===== src/rtl/keypad_scanner_if.sv =====
// Board-side bundle of the keypad scanner: matrix row/column lines plus the NumIn/Flag key stream.
interface keypad_scanner_if;
  logic [3:0] Col;
  logic [3:0] Row;
  logic [3:0] NumIn;
  logic       Flag;

  // master: the scanner itself; slave: keypad matrix and the consuming FSM
  modport master (input Col, output Row, output NumIn, output Flag);
  modport slave  (output Col, input Row, input NumIn, input Flag);
endinterface


===== src/rtl/keypad_scanner.sv =====
// 4x4 matrix keypad scanner: row scan, scan-level debounce, multi-key rejection, key encoding.
// Optional auto-repeat of a held key is built when KEYPAD_REPEAT_EN is defined.
module keypad_scanner #(
  parameter int SCAN_DIV     = 250,
  parameter int DEBOUNCE     = 4,
  parameter int REPEAT_SCANS = 100
) (
  input  logic             Clk1,
  input  logic             Rst_n,
  keypad_scanner_if.master kp
);
  localparam int              DIV_W      = (SCAN_DIV > 1) ? $clog2(SCAN_DIV) : 1;
  localparam logic [DIV_W-1:0] DIV_LAST  = DIV_W'(SCAN_DIV - 1);
  localparam logic [3:0]      DEB_TARGET = 4'(DEBOUNCE);

  if (SCAN_DIV < 1 || DEBOUNCE < 1 || DEBOUNCE > 15 || REPEAT_SCANS < 1) begin : g_param_check
    $error("keypad_scanner: parameter out of range");
  end

  typedef enum logic [1:0] {IDLE, HELD, REP_LOW} state_t;
  typedef enum logic [1:0] {RES_EMPTY, RES_SINGLE, RES_MULTI} result_t;

  function automatic logic [3:0] key_code(input logic [3:0] idx);
    case (idx)
      4'd0:    key_code = 4'd1;
      4'd1:    key_code = 4'd2;
      4'd2:    key_code = 4'd3;
      4'd3:    key_code = 4'd10;
      4'd4:    key_code = 4'd4;
      4'd5:    key_code = 4'd5;
      4'd6:    key_code = 4'd6;
      4'd7:    key_code = 4'd11;
      4'd8:    key_code = 4'd7;
      4'd9:    key_code = 4'd8;
      4'd10:   key_code = 4'd9;
      4'd11:   key_code = 4'd12;
      4'd12:   key_code = 4'd13;
      4'd13:   key_code = 4'd0;
      4'd14:   key_code = 4'd14;
      default: key_code = 4'd15;
    endcase
  endfunction

  function automatic logic [3:0] sat_inc(input logic [3:0] v);
    sat_inc = (v == 4'hF) ? v : v + 4'd1;
  endfunction

  logic [3:0]       col_meta_reg, col_sync_reg;
  logic [DIV_W-1:0] div_cnt_reg;
  logic [1:0]       slot_reg;
  logic [3:0]       row_reg;
  logic [1:0]       zero_cnt_reg;   // zero bits seen so far this scan, saturating at 2
  logic [3:0]       idx_reg;
  logic             scan_done_reg;
  result_t          result_reg;
  logic [3:0]       code_reg;

  logic [2:0] slot_zeros;
  logic [1:0] slot_col;
  logic [2:0] total_zeros;
  logic [1:0] zero_cnt_next;
  logic [3:0] idx_next;
  logic       slot_end;

  always_comb begin
    slot_zeros = 3'd0;
    slot_col   = 2'd0;
    for (int c = 0; c < 4; c++) begin
      if (!col_sync_reg[c]) begin
        slot_zeros = slot_zeros + 3'd1;
        slot_col   = 2'(c);
      end
    end
  end

  assign slot_end      = (div_cnt_reg == DIV_LAST);
  assign total_zeros   = {1'b0, zero_cnt_reg} + slot_zeros;
  assign zero_cnt_next = (total_zeros >= 3'd2) ? 2'd2 : total_zeros[1:0];
  assign idx_next      = (slot_zeros == 3'd1) ? {slot_reg, slot_col} : idx_reg;

  always_ff @(posedge Clk1 or negedge Rst_n) begin
    if (!Rst_n) begin
      col_meta_reg  <= 4'hF;
      col_sync_reg  <= 4'hF;
      div_cnt_reg   <= '0;
      slot_reg      <= 2'd0;
      row_reg       <= 4'b1110;
      zero_cnt_reg  <= 2'd0;
      idx_reg       <= 4'd0;
      scan_done_reg <= 1'b0;
      result_reg    <= RES_EMPTY;
      code_reg      <= 4'd0;
    end else begin
      col_meta_reg  <= kp.Col;
      col_sync_reg  <= col_meta_reg;
      scan_done_reg <= 1'b0;
      if (slot_end) begin
        div_cnt_reg <= '0;
        slot_reg    <= slot_reg + 2'd1;
        row_reg     <= {row_reg[2:0], row_reg[3]};
        if (slot_reg == 2'd3) begin
          // Scan closes: publish the verdict; the FSM acts on it next cycle
          scan_done_reg <= 1'b1;
          result_reg    <= (total_zeros == 3'd0) ? RES_EMPTY :
                           (total_zeros == 3'd1) ? RES_SINGLE : RES_MULTI;
          code_reg      <= key_code(idx_next);
          zero_cnt_reg  <= 2'd0;
          idx_reg       <= 4'd0;
        end else begin
          zero_cnt_reg <= zero_cnt_next;
          idx_reg      <= idx_next;
        end
      end else begin
        div_cnt_reg <= div_cnt_reg + 1'b1;
      end
    end
  end

  state_t     state_reg;
  logic [3:0] match_cnt_reg, rel_cnt_reg, cand_reg;
  logic [3:0] num_reg;
  logic       flag_reg;
  logic [3:0] match_next, rel_next;
  logic       release_done;

  assign match_next   = (result_reg == RES_SINGLE && code_reg == cand_reg && match_cnt_reg != 4'd0)
                        ? sat_inc(match_cnt_reg) : 4'd1;
  assign rel_next     = (result_reg == RES_EMPTY) ? sat_inc(rel_cnt_reg) : 4'd0;
  assign release_done = (result_reg == RES_EMPTY) && (rel_next >= DEB_TARGET);

`ifdef KEYPAD_REPEAT_EN
  localparam int               HOLD_W      = $clog2(REPEAT_SCANS + 1);
  localparam logic [HOLD_W-1:0] HOLD_TARGET = HOLD_W'(REPEAT_SCANS);
  logic [HOLD_W-1:0] hold_cnt_reg;
  logic [HOLD_W-1:0] hold_next;
  assign hold_next = hold_cnt_reg + 1'b1;
`endif

  always_ff @(posedge Clk1 or negedge Rst_n) begin
    if (!Rst_n) begin
      state_reg     <= IDLE;
      match_cnt_reg <= 4'd0;
      rel_cnt_reg   <= 4'd0;
      cand_reg      <= 4'd0;
      num_reg       <= 4'd0;
      flag_reg      <= 1'b0;
`ifdef KEYPAD_REPEAT_EN
      hold_cnt_reg  <= '0;
`endif
    end else if (scan_done_reg) begin
      case (state_reg)
        IDLE: begin
          rel_cnt_reg <= 4'd0;
          if (result_reg == RES_SINGLE) begin
            cand_reg <= code_reg;
            if (match_next >= DEB_TARGET) begin
              num_reg       <= code_reg;
              flag_reg      <= 1'b1;
              state_reg     <= HELD;
              match_cnt_reg <= 4'd0;
`ifdef KEYPAD_REPEAT_EN
              hold_cnt_reg  <= '0;
`endif
            end else begin
              match_cnt_reg <= match_next;
            end
          end else begin
            match_cnt_reg <= 4'd0;
          end
        end
        HELD: begin
          // Any other key while held only resets the release count; NumIn stays put
          rel_cnt_reg <= release_done ? 4'd0 : rel_next;
          if (release_done) begin
            flag_reg  <= 1'b0;
            state_reg <= IDLE;
          end
`ifdef KEYPAD_REPEAT_EN
          else if (hold_next == HOLD_TARGET) begin
            flag_reg     <= 1'b0;
            state_reg    <= REP_LOW;
            hold_cnt_reg <= '0;
          end else begin
            hold_cnt_reg <= hold_next;
          end
`endif
        end
`ifdef KEYPAD_REPEAT_EN
        REP_LOW: begin
          rel_cnt_reg <= release_done ? 4'd0 : rel_next;
          if (release_done) begin
            state_reg <= IDLE;
          end else begin
            flag_reg     <= 1'b1;
            state_reg    <= HELD;
            hold_cnt_reg <= '0;
          end
        end
`endif
        default: state_reg <= IDLE;
      endcase
    end
  end

  assign kp.Row   = row_reg;
  assign kp.NumIn = num_reg;
  assign kp.Flag  = flag_reg;
endmodule


===== src/flat_wrapper.sv =====
// flat-port wrapper written by rule: the top's interface ports become plain ports
module keypad_scanner_flat 
#(
  parameter int SCAN_DIV     = 250,
  parameter int DEBOUNCE     = 4,
  parameter int REPEAT_SCANS = 100
)
  (Clk1, Rst_n, kp_Col, kp_Row, kp_NumIn, kp_Flag);
  keypad_scanner_if kp_i ();
  input  logic Clk1;
  input  logic Rst_n;
  input wire logic [$bits(kp_i.Col)-1:0] kp_Col;
  output wire logic [$bits(kp_i.Row)-1:0] kp_Row;
  output wire logic [$bits(kp_i.NumIn)-1:0] kp_NumIn;
  output wire logic [$bits(kp_i.Flag)-1:0] kp_Flag;
  assign kp_i.Col = kp_Col;
  assign kp_Row = kp_i.Row;
  assign kp_NumIn = kp_i.NumIn;
  assign kp_Flag = kp_i.Flag;
  keypad_scanner #(.SCAN_DIV(SCAN_DIV), .DEBOUNCE(DEBOUNCE), .REPEAT_SCANS(REPEAT_SCANS)) u_core (.Clk1(Clk1), .Rst_n(Rst_n), .kp(kp_i));
endmodule

===== config.mk =====
export PLATFORM = sky130hd
export DESIGN_NAME = keypad_scanner_flat
export DESIGN_NICKNAME = d
export VERILOG_FILES = /design/src/rtl/keypad_scanner_if.sv /design/src/rtl/keypad_scanner.sv /design/src/flat_wrapper.sv
export SDC_FILE = /design/constraint.sdc
export NUM_CORES = 1
export LEC_CHECK = 0
export BUFFER_PORTS_ARGS = -buffer_cell sky130_fd_sc_hd__buf_2
export CAP_MARGIN = 40
export CORE_UTILIZATION = 43
export CTS_CLUSTER_SIZE = 20
export DETAILED_ROUTE_END_ITERATION = 16
export PLACE_DENSITY_LB_ADDON = 0.08
export SLEW_MARGIN = 20
export SYNTH_ARGS = -nofsm -noshare
export SYNTH_HDL_FRONTEND = slang
export SYNTH_SLANG_ARGS = --single-unit

===== constraint.sdc =====
create_clock -name Clk1 -period 3.2 [get_ports Clk1]
set_input_delay 0.64 -clock Clk1 [delete_from_list [all_inputs] [get_ports Clk1]]
set_output_delay 0.64 -clock Clk1 [all_outputs]
set_load 0.02 [all_outputs]

* Yosys cells after proc, flatten, opt, wreduce, memory -nomap -nowiden
Memory sizes are Yosys's and may differ from the RTL's. A register that Yosys moved wholly into a read port is not among the register bits.
Cells that the tools add are included.
** Cells by class
- Add/sub/neg operators :: 8
- Order comparisons :: 3
- Eq/ne operators :: 12
- Muxes and demuxes :: 32
- Reduce and logical (&&, ||, !) cells :: 16
** Operators with widths (number)
- $mux 4 :: 9
- $mux 2 :: 9
- $mux 3 :: 3
- $add 4x1->4 const B :: 2
- $add 8x1->8 const B :: 1
- $eq 4x4->1 const B :: 2
- $eq 8x8->1 const B :: 1
- $ge 4x3->1 const B :: 2
- $mux 8 :: 1
- $pmux 4 s2 :: 1
- $reduce_and 4->1 :: 2
- $mux 1 :: 7
- $add 3x1->3 const B :: 2
- $eq 3x1->1 const B :: 2
- $ne 2x1->1 const B :: 3
- $reduce_and 2->1 :: 3
- $reduce_and 5->1 :: 1
- $eq 2x1->1 const B :: 2
- $eq 4x4->1 :: 1
- $logic_not 2->1 :: 2
- $pmux 2 s2 :: 1
- $reduce_bool 4->1 :: 1
- $add 2x3->3 :: 1
- $ge 3x2->1 const B :: 1
- other kinds (9) :: 11
** Storage, ports and cells
- Register bits :: 50
- Memory bits (read-only) :: 64
- Bits of input ports :: 6
- Memories kept :: 1
** Memory list
- (name not given) :: words 16, bits a word 4, read ports 1, clocked after memory_dff 1, wr ports 0, line keypad_scanner.sv:24 : case (idx)

* Longest topological paths before layout
Gate-level depths: netlist (run 1).
- Word-level depth :: 11
- Gate-level depth with buffers :: 14
- Mapped depth without buffers :: 14

* Worst setup path before layout (run 1)
No wires, ideal clock.
- Path kind :: register to register
- From :: reg u_core.col_sync_reg[0]
- To :: reg u_core.code_reg[2]
- Library setup time :: 0.126 ns
- Data arrival time :: 2.720 ns
- Required time :: 3.074 ns
- Path slack :: 0.354 ns
- Stages on the path, launching flop included :: 12
- Clock period less this slack :: 2.846 ns
- Cells stage by stage :: dfstp_2 inv_1 ha_1 xnor2_2 ha_1 nand2b_1 xnor2_4 a31oi_1 o22a_1 ha_1 nand2_1 a221o_1
** Between the ends
- Cells in the longest elaborated chain, start to end :: 9
** RTL lines
- from (decl) :: line keypad_scanner.sv:48 : logic [3:0] col_meta_reg, col_sync_reg;
- from (signal assigned) :: line keypad_scanner.sv:95 : col_sync_reg <= col_meta_reg;
- $mux 1 * :: line keypad_scanner.sv:69 : if (!col_sync_reg[c]) begin
- $add 1x1->2 :: line keypad_scanner.sv:70 : slot_zeros = slot_zeros + 3'd1;
- $mux 3 * :: line keypad_scanner.sv:69
- $add 3x1->3 :: line keypad_scanner.sv:70
- $mux 3 * :: line keypad_scanner.sv:69
- $add 3x1->3 :: line keypad_scanner.sv:70
- $mux 3 * :: line keypad_scanner.sv:69
- $eq 3x1->1 * :: line keypad_scanner.sv:79 : assign idx_next = (slot_zeros == 3'd1) ? {slot_reg, slot_col} : idx_reg;
- $mux 4 * :: line keypad_scanner.sv:79
- to (decl) :: line keypad_scanner.sv:56 : logic [3:0] code_reg;
Every way passes the cells marked *; elsewhere a longest branch is shown, timed or not.
A chain may end at the register's enable or synchronous reset.

* Final worst setup path (run 1)
Ends and elaborated chain as after synthesis.

==> impl_metrics.toml, run 1 <==
[sta]
setup_viol = 0
tightestPinTransition_ps = 488
period_share = 0.906
fmaxAchievable_ghz = 0.345
fin_tns_setup_ps = 0
clock-skew-final_ps = 4.67
final.min_clock_period_ps = 2900
max-slew-margin-rel = 0.672
worst_slack_ps = 301
timing_max_transition_violations_final = 0
rsz_0062_raised_after_global_routing = "no"
final_hold_viol_count = 0

[power]
clkPwrFrac = 0.330
intPower_w = 0.000888
power_per_cell_area_mw_per_mm2 = 414
ir_drop_uv = 255
comb_power_share = 0.093
sequentialPowerShare = 0.577
leakage_nw = 1.37
sw_frac_of_total = 0.236
net_switching_power_w = 0.000274

[setup_path]
timing_worst_setup_path_type = "reg2reg"
critPathArrivalTime_ps = 3100
worstRegToRegCells = 11
cp_data_required_time_ps = 3400
endpoint_kind = "flop"
startpoint_type = "flop"
maximum_fanout_encountered_on_the_critical_timing_path = 6

[outcome]
run_status = "finished, final reports clean"

[yosys]
cell_area_after_synthesis_sq_mm = 0.00255
ys_ff_latch = 52
synth_top_cells_by_area = "dfrtp_1 40%, dfstp_2 11%, ha_1 7.4%"
synth.top_cell.area_share = 0.402
mappedNetlistNets = 256
synth_area_per_cell_sq_um = 10.9
synthArstFlopShare = 1.00
synth_sequential_area_ratio = 0.515
synth-main-ff-cell = "dfrtp_1"
synth-edff-count = 0
post-synth-top-area-cell = "dfrtp_1"
post_synth_num_cell_types = 47
instance_count_of_the_mapped_netlist = 234
synth-warning-count = 0

[placement]
placed_area_sq_mm = 0.00272
detailed_place_hpwl_mm = 2.90
gp_congestion = 0.797
dpl_worst_slack_ps = 300
portBuffers = 14

[die]
placement_rows = 27
dieArea_sq_mm = 0.00624
core_region_area_sq_mm = 0.00561
starting_utilization_of_the_core_area = 0.455
fp.dieW_microns = 79.0
io-pin-count = 15
dieHeight_microns = 79.0

[cts]
post_cts_buffers = 0
tritoncts = "done"
maximum_clock_path_buffer_count = 2
cts_sinks = 52
path_clk_slew_ps = 90
cts_root_cell = "clkbuf_8"
tritoncts.num_buffers = 5
cts_resized = 0
cts_max_level = 2
postCtsHoldBufs = 0
clock_insertion_delay_worst_skew_ps = 300

[cells_and_area]
growth_of_design_area_from_synthesis_to_finish_pct = 10.1
final_net_count = 276
multi_input_comb_area_sq_mm = 0.00117
largest_reg_flops = 8
share_of_layout_cells_above_drive_strength_1 = 0.204
num-fill-cells = 535
regArea_sq_mm = 0.00132
antenna_cells = 0
layout.cell_area.non_filler_sq_mm = 0.00281

[min_path]
holdCritPathClass = "in2async"

[detailed_routing]
ant_nets = 0
drt_first_pass_iters = 4
postRouteWirelength_mm = 4.07
detail_route.iter0.violations = 85
wl_per_cell_microns = 12.4
drc = 0
avgViaCountPerCell = 4.99
route.vias.total = 1631

[job]
maxCapViolations = 0

[global_routing]
globalRoute.totalOverflow = 0
number_of_antenna_violations_at_the_first_check_in_global_routing = 0
first_global_vias = 1549
overall_routing_resource_usage = 0.152
grt_start_max_net_pins = 41
grt_pass1_wl_mm = 7.19
final timing paths:
path                                         from                endpoint  slack, ps
max                        u_core.col_sync_reg[0]      u_core.code_reg[2]        300
min                                         Rst_n      u_core.cand_reg[3]        200
max reg2reg                u_core.col_sync_reg[0]      u_core.code_reg[2]        300
min reg2reg                u_core.col_meta_reg[2]  u_core.col_sync_reg[2]        360
max in group asynchronous                   Rst_n  u_core.col_sync_reg[0]       2190
min in group Clk1          u_core.col_meta_reg[2]  u_core.col_sync_reg[2]        360
logic make-up after synthesis:
kind of cell | after synthesis | share of synthesized area
mux | 13 | 0.0618
buf+inv | 18 | 0.0270
compound gates | 33 | 0.0858
fa+ha+maj | 16 | 0.0814
flops | 52 | 0.515
simple gates | 87 | 0.164
xor+xnor | 15 | 0.0647
per-stage QoR:
stage	power, W	instances	util	hold slack [ps]
after floorplan	0.000759	234	-	344
after global placement	0.000793	319	0.485	346
after detailed placement	0.000794	319	0.485	347
after CTS	0.00118	327	0.501	205
after global routing	0.00122	327	0.501	201
final	0.00116	327	0.501	201
power groups by stage:
stage	logic (W)	registers, W	clock network [W]
final	0.000109	0.000670	0.000383
after global placement	0.000111	0.000683	0
after CTS	0.000112	0.000670	0.000398
after detailed placement	0.000111	0.000683	0
after floorplan	0.0000782	0.000681	0
after global routing	0.000125	0.000671	0.000426
layout make-up:
| type | count | area share |
|---|---|---|
| inverter | 14 | 0.0187 |
| timing repair buffer | 17 | 0.0330 |
| sequential | 52 | 0.468 |
| tap | 72 | 0.0321 |
| multi-input combinational | 164 | 0.416 |
| clock buffer | 8 | 0.0321 |
critical path: stages, from the launching register on:
cell and delay (ps):
dfstp_2 540, inv_1 40, ha_1 350, xnor2_2 160, ha_1 270, nor2_1 40, a31o_2 270, and3_1 180
o22a_1 260, ha_1 320, nand2_1 50, a221o_1 320
placed cells by master (no fill, tap or decap), types with 2 or more instances in the layout:
| cell type | netlist | layout |
|---|---|---|
| xor2_1 | 7 | 7 |
| o21ai_0 | 10 | 10 |
| a21oi_1 | 4 | 4 |
| ha_1 | 15 | 15 |
| or3_1 | 2 | 2 |
| mux2i_1 | 3 | 3 |
| nand2b_1 | 3 | 3 |
| xnor2_2 | 2 | 2 |
| nand4_1 | 2 | 2 |
| and2_1 | 5 | 5 |
| and3_1 | 2 | 2 |
| xnor2_1 | 5 | 5 |
| clkbuf_8 | 0 | 6 |
| dfrtp_1 | 41 | 41 |
| a221o_1 | 2 | 2 |
| o211ai_1 | 2 | 2 |
| buf_2 | 0 | 14 |
| o22ai_1 | 2 | 2 |
| buf_4 | 0 | 3 |
| clkbuf_1 | 3 | 2 |
| nor2b_1 | 3 | 3 |
| nand2_1 | 38 | 38 |
| o31ai_1 | 2 | 2 |
| a31oi_1 | 3 | 3 |
| nand3_1 | 3 | 3 |
| o21a_1 | 2 | 2 |
| dfstp_2 | 11 | 11 |
| or2_2 | 2 | 2 |
| inv_1 | 14 | 14 |
| mux2_2 | 8 | 8 |
| nor2_1 | 19 | 19 |
Yosys cell counts, types with 4 or more instances:
library cell,count
o21ai_0,10
nor2_1,19
a21oi_1,4
ha_1,15
and2_1,5
xor2_1,7
dfstp_2,11
dfrtp_1,41
xnor2_1,5
nand2_1,38
inv_1,14
mux2_2,8
per-layer routing:
layer | vias to the layer above | track usage | routed length [microns]
li1 | 827 | - | -
met1 | 775 | 0.187 | 2000
met2 | 22 | 0.251 | 1870
met3 | 7 | 0.0448 | 131
met4 | 0 | 0.0600 | 65
met5 | - | 0 | 0
(Power assumes the default switching activity.)
==> run 2, diff against run 1 <==
--- a/config.mk
+++ b/config.mk
@@ -7,7 +7,7 @@
 export LEC_CHECK = 0
 export BUFFER_PORTS_ARGS = -buffer_cell sky130_fd_sc_hd__buf_2
 export CAP_MARGIN = 40
-export CORE_UTILIZATION = 43
+export CORE_UTILIZATION = 45
 export CTS_CLUSTER_SIZE = 20
 export DETAILED_ROUTE_END_ITERATION = 16
 export PLACE_DENSITY_LB_ADDON = 0.08
==> impl_metrics.toml, run 2 (synthesis results as in run 1) <==
[detailed_routing]
ant_nets = 0
detail_route.iter0.violations = 37
wl_per_cell_microns = 12.6
route.vias.total = 1624
drt_first_pass_iters = 5
drc = 0
avgViaCountPerCell = 4.95
postRouteWirelength_mm = 4.14

[cts]
path_clk_slew_ps = 90
cts_root_cell = "clkbuf_8"
cts_sinks = 52
tritoncts.num_buffers = 5
postCtsHoldBufs = 0
maximum_clock_path_buffer_count = 2
cts_resized = 0
cts_max_level = 2
clock_insertion_delay_worst_skew_ps = 300
post_cts_buffers = 0
tritoncts = "done"

[setup_path]
cp-endpoint = "u_core.code_reg[2]"
crit_start = "u_core.col_sync_reg[0]"
timing_worst_setup_path_type = "reg2reg"
timing.rr.start = "u_core.col_sync_reg[0]"
regToRegSetupSlack_ps = 300
cp_data_required_time_ps = 3390
startpoint_type = "flop"
endpoint_kind = "flop"
maximum_fanout_encountered_on_the_critical_timing_path = 6
worstRegToRegCells = 11
critPathArrivalTime_ps = 3090
ff_to_ff_end = "u_core.code_reg[2]"

[power]
ir_drop_uv = 303
sw_frac_of_total = 0.229
leakage_nw = 1.38
sequentialPowerShare = 0.580
net_switching_power_w = 0.000265
clkPwrFrac = 0.322
total_power_w = 0.00115
power_per_cell_area_mw_per_mm2 = 408
intPower_w = 0.000890
comb_power_share = 0.098

[cells_and_area]
final_common_cell = "dfrtp_1"
growth_of_design_area_from_synthesis_to_finish_pct = 10.8
final_net_count = 277
final_cell_mix = "41 x dfrtp_1, 38 x nand2_1, 19 x nor2_1, 15 x ha_1"
largest_reg_flops = 8
layout.cell_area.non_filler_sq_mm = 0.00283
share_of_layout_cells_above_drive_strength_1 = 0.207
antenna_cells = 0

[placement]
gp_congestion = 0.824
placed_area_sq_mm = 0.00274
detailed_place_hpwl_mm = 3.10
portBuffers = 14

[die]
core_region_area_sq_mm = 0.00547
fp.dieW_microns = 77.3
placement_rows = 27
io-pin-count = 15
starting_utilization_of_the_core_area = 0.466
dieArea_sq_mm = 0.00597
dieHeight_microns = 77.3

[sta]
setup_viol = 0
tightestPinTransition_ps = 474
max-slew-margin-rel = 0.682
clock-skew-final_ps = 6.12
final_hold_viol_count = 0
timing_max_transition_violations_final = 0
fmaxAchievable_ghz = 0.345
rsz_0062_raised_after_global_routing = "no"
fin_tns_setup_ps = 0
final.min_clock_period_ps = 2900
period_share = 0.907
hold-worst-slack_ps = 255

[min_path]
holdCritPathClass = "in2async"

[global_routing]
grt_start_max_net_pins = 32
overall_routing_resource_usage = 0.161
grt_pass1_wl_mm = 7.51
first_global_vias = 1637
globalRoute.totalOverflow = 0
number_of_antenna_violations_at_the_first_check_in_global_routing = 0

[job]
maxCapViolations = 0

[outcome]
run_status = "finished, final reports clean"
run 2: worst min-delay path by stage:
stage / slack [ps] / startpoint / to / cells past startpoint
2_1_floorplan: 340 / Rst_n / u_core.cand_reg[0] / 0
3_5_place_dp: 350 / u_core.col_meta_reg[1] / u_core.col_sync_reg[1] / 0
4_1_cts: 270 / Rst_n / u_core.rel_cnt_reg[1] / 1
6_report: 250 / Rst_n / u_core.rel_cnt_reg[1] / 1
3_3_place_gp: 350 / u_core.col_meta_reg[3] / u_core.col_sync_reg[3] / 0
5_1_grt: 280 / Rst_n / u_core.kp.NumIn[2] / 1
run 2: per-stage QoR:
stage	util	setup WS (ps)	cells
2_1_floorplan	-	354	234
3_3_place_gp	0.497	329	319
3_5_place_dp	0.500	296	320
4_1_cts	0.517	285	328
5_1_grt	0.517	111	328
6_report	0.517	297	328
run 2: final cells by class:
class                           count  area (sq um)
Tap cell                           72          90.1
Timing Repair Buffer               18           113
Multi-Input combinational cell    164          1170
Sequential cell                    52          1320
Fill cell                         523          2650
Inverter                           14          52.6
Clock buffer                        8          90.1
run 2: critical path, cell delays in order (launching register included):
cell and delay (ps):
dfstp_2 530, inv_1 40, ha_1 350, xnor2_2 160, ha_1 280, nor2_1 40, a31o_2 270, and3_1 170
o22a_1 260, ha_1 320, nand2_1 50, a221o_1 320
run 2: power by group through the flow:
stage          Combinational (W)  Clock (W)  Sequential, W
6_report                0.000113   0.000372       0.000670
5_1_grt                 0.000129   0.000414       0.000672
4_1_cts                 0.000115   0.000388       0.000670
3_5_place_dp            0.000114          0       0.000683
3_3_place_gp            0.000110          0       0.000683
2_1_floorplan          0.0000782          0       0.000681
run 2: per-layer routing:
metal  global-route usage  wire, microns  part of all wire
met1                0.209           2010              0.49
met2                0.263           1940              0.47
met3               0.0321            123             0.030
met4               0.0623             66             0.016
met5                    0              0                 0
==> run 3, diff against run 2 <==
--- a/config.mk
+++ b/config.mk
@@ -5,11 +5,12 @@
 export SDC_FILE = /design/constraint.sdc
 export NUM_CORES = 1
 export LEC_CHECK = 0
-export BUFFER_PORTS_ARGS = -buffer_cell sky130_fd_sc_hd__buf_2
+export BUFFER_PORTS_ARGS = -buffer_cell sky130_fd_sc_hd__buf_4
 export CAP_MARGIN = 40
 export CORE_UTILIZATION = 45
 export CTS_CLUSTER_SIZE = 20
 export DETAILED_ROUTE_END_ITERATION = 16
+export GPL_ROUTABILITY_DRIVEN = 0
 export PLACE_DENSITY_LB_ADDON = 0.08
 export SLEW_MARGIN = 20
 export SYNTH_ARGS = -nofsm -noshare
==> constraint.sdc (replaced) <==
create_clock -name Clk1 -period 2.55 [get_ports Clk1]
set_input_delay 0.51 -clock Clk1 [delete_from_list [all_inputs] [get_ports Clk1]]
set_output_delay 0.51 -clock Clk1 [all_outputs]
set_load 0.02 [all_outputs]
==> impl_metrics.toml, run 3 (synthesis results as in run 1) <==
[outcome]
run_status = "finished with violations"
violations = "DRC, setup timing"

[cells_and_area]
layout.cell_area.non_filler_sq_mm = 0.00310
final_common_cell = "dfrtp_1"
final_cell_mix = "41 x dfrtp_1, 35 x nand2_1, 28 x buf_4, 18 x nor2_1, 11 x dfstp_2"
share_of_layout_cells_above_drive_strength_1 = 0.322
final_net_count = 289
growth_of_design_area_from_synthesis_to_finish_pct = 21.6
instances_no_fill = 339
antenna_cells = 0
post-route-util = 0.567
largest_reg_flops = 8
num-fill-cells = 492

[sta]
period_share = 1.04
setup_viol = 6
fmaxAchievable_ghz = 0.378
final_hold_viol_count = 0
worst_slack_ps = -94.3
clock-skew-final_ps = 6.95
final.min_clock_period_ps = 2640
tightestPinTransition_ps = 642
max-slew-margin-rel = 0.572
rsz_0062_raised_after_global_routing = "yes"
timing_max_transition_violations_final = 0

[power]
sequentialPowerShare = 0.542
leakage_nw = 1.45
intPower_w = 0.00117
net_switching_power_w = 0.000382
power_per_cell_area_mw_per_mm2 = 501
clkPwrFrac = 0.302
ir_drop_uv = 258
sw_frac_of_total = 0.246
comb_power_share = 0.156

[setup_path]
regToRegSetupSlack_ps = -90
cp-endpoint = "u_core.code_reg[2]"
startpoint_type = "flop"
crit_chain = "inv_2 > ha_4 > xnor2_4 > ha_4 > nor2_2 > a31o_4 > and3_4 > o22a_4 > ha_4 > nand2_2 > a221o_1"
ff_to_ff_end = "u_core.code_reg[2]"
timing.rr.start = "u_core.col_sync_reg[0]"
worstRegToRegCells = 11
endpoint_kind = "flop"
critical-path-top-cell-by-count = "ha_4"
critPathArrivalTime_ps = 2840
slowest_stage = "dfstp_2"
largest_stage_delay_worst_path_ps = 540
timing_worst_setup_path_type = "reg2reg"
crit_start = "u_core.col_sync_reg[0]"
cp_data_required_time_ps = 2750
maximum_fanout_encountered_on_the_critical_timing_path = 5

[cts]
postCtsHoldBufs = 0
tritoncts.num_buffers = 5
cts_root_cell = "clkbuf_8"
maximum_clock_path_buffer_count = 2
clock_insertion_delay_worst_skew_ps = 300
path_clk_slew_ps = 90
cts_max_level = 2
tritoncts = "done"
cts_sinks = 52

[die]
dieHeight_microns = 77.3
placement_rows = 27
fp.dieW_microns = 77.3
io-pin-count = 15
starting_utilization_of_the_core_area = 0.466
dieArea_sq_mm = 0.00597
core_region_area_sq_mm = 0.00547

[detailed_routing]
avgViaCountPerCell = 5.04
ant_nets = 0
detail_route.iter0.violations = 85
wl_per_cell_microns = 12.8
route.vias.total = 1707
drt_first_pass_iters = 10
postRouteWirelength_mm = 4.35
drc = 2

[global_routing]
grt_pass1_wl_mm = 7.46
grt_start_max_net_pins = 53
overall_routing_resource_usage = 0.161
number_of_antenna_violations_at_the_first_check_in_global_routing = 0
first_global_vias = 1659
globalRoute.totalOverflow = 0

[placement]
numPlacedInstances = 330
placed_area_sq_mm = 0.00286
dpl_worst_slack_ps = -167
detailed_place_hpwl_mm = 2.94
portBuffers = 14

[job]
maxCapViolations = 0

[min_path]
holdCritPathClass = "in2async"
[run 3: repair_timing]
item                                    CTS  global route
endpoints found under the setup margin    8            10
gates resized for setup                  15            16
pin swaps                                11             5
buffers inserted                          2             0
[run 3: area by class of cell]
class                           instances  area [sq um]  area share
Tap cell                               72          90.1      0.0290
Timing Repair Buffer                   30           233      0.0750
Sequential cell                        52          1320       0.424
Inverter                               14          57.6      0.0186
Clock buffer                            6          82.6      0.0266
Clock inverter                          1          3.75     0.00121
Multi-Input combinational cell        164          1320       0.426
[run 3: how the worst min path moves through the flow]
stage | end | cells past startpoint
after global routing | u_core.kp.NumIn[1] | 1
after detailed placement | u_core.col_sync_reg[0] | 0
after CTS | u_core.rel_cnt_reg[2] | 1
final | u_core.rel_cnt_reg[1] | 1
after global placement | u_core.col_sync_reg[3] | 0
after floorplan | u_core.cand_reg[0] | 0
[run 3: per-layer routing]
metal / up-vias / GRT usage / part of all wire
li1: 850 / - / -
met1: 825 / 0.185 / 0.45
met2: 26 / 0.288 / 0.50
met3: 6 / 0.0393 / 0.031
met4: 0 / 0.0566 / 0.013
met5: - / 0 / 0
[run 3: power by group through the flow]
stage / logic, W / clock network, W / registers (W)
2_1_floorplan: 0.000106 / 0 / 0.000855
3_3_place_gp: 0.000177 / 0 / 0.000857
3_5_place_dp: 0.000178 / 0 / 0.000857
4_1_cts: 0.000214 / 0.000488 / 0.000841
5_1_grt: 0.000267 / 0.000514 / 0.000843
6_report: 0.000242 / 0.000470 / 0.000842
[run 3: critical path: cells and delay by family (launching register included)]
family,cells,cell delay [ps]
AND/OR/NAND/NOR,3,240
flip-flops,1,540
buffers and inverters,1,50
adder cells (fa/ha/maj),3,790
AO/OA/AOI/OAI,3,770
XOR/XNOR,1,140
[run 3: metrics by stage]
step / hold WS [ps] / TNS [ps] / power, W
after global placement: 346 / -756 / 0.00103
after detailed placement: 347 / -1020 / 0.00104
after CTS: 254 / -340 / 0.00154
after floorplan: 214 / -371 / 0.000961
after global routing: 278 / -863 / 0.00162
final: 221 / -278 / 0.00155
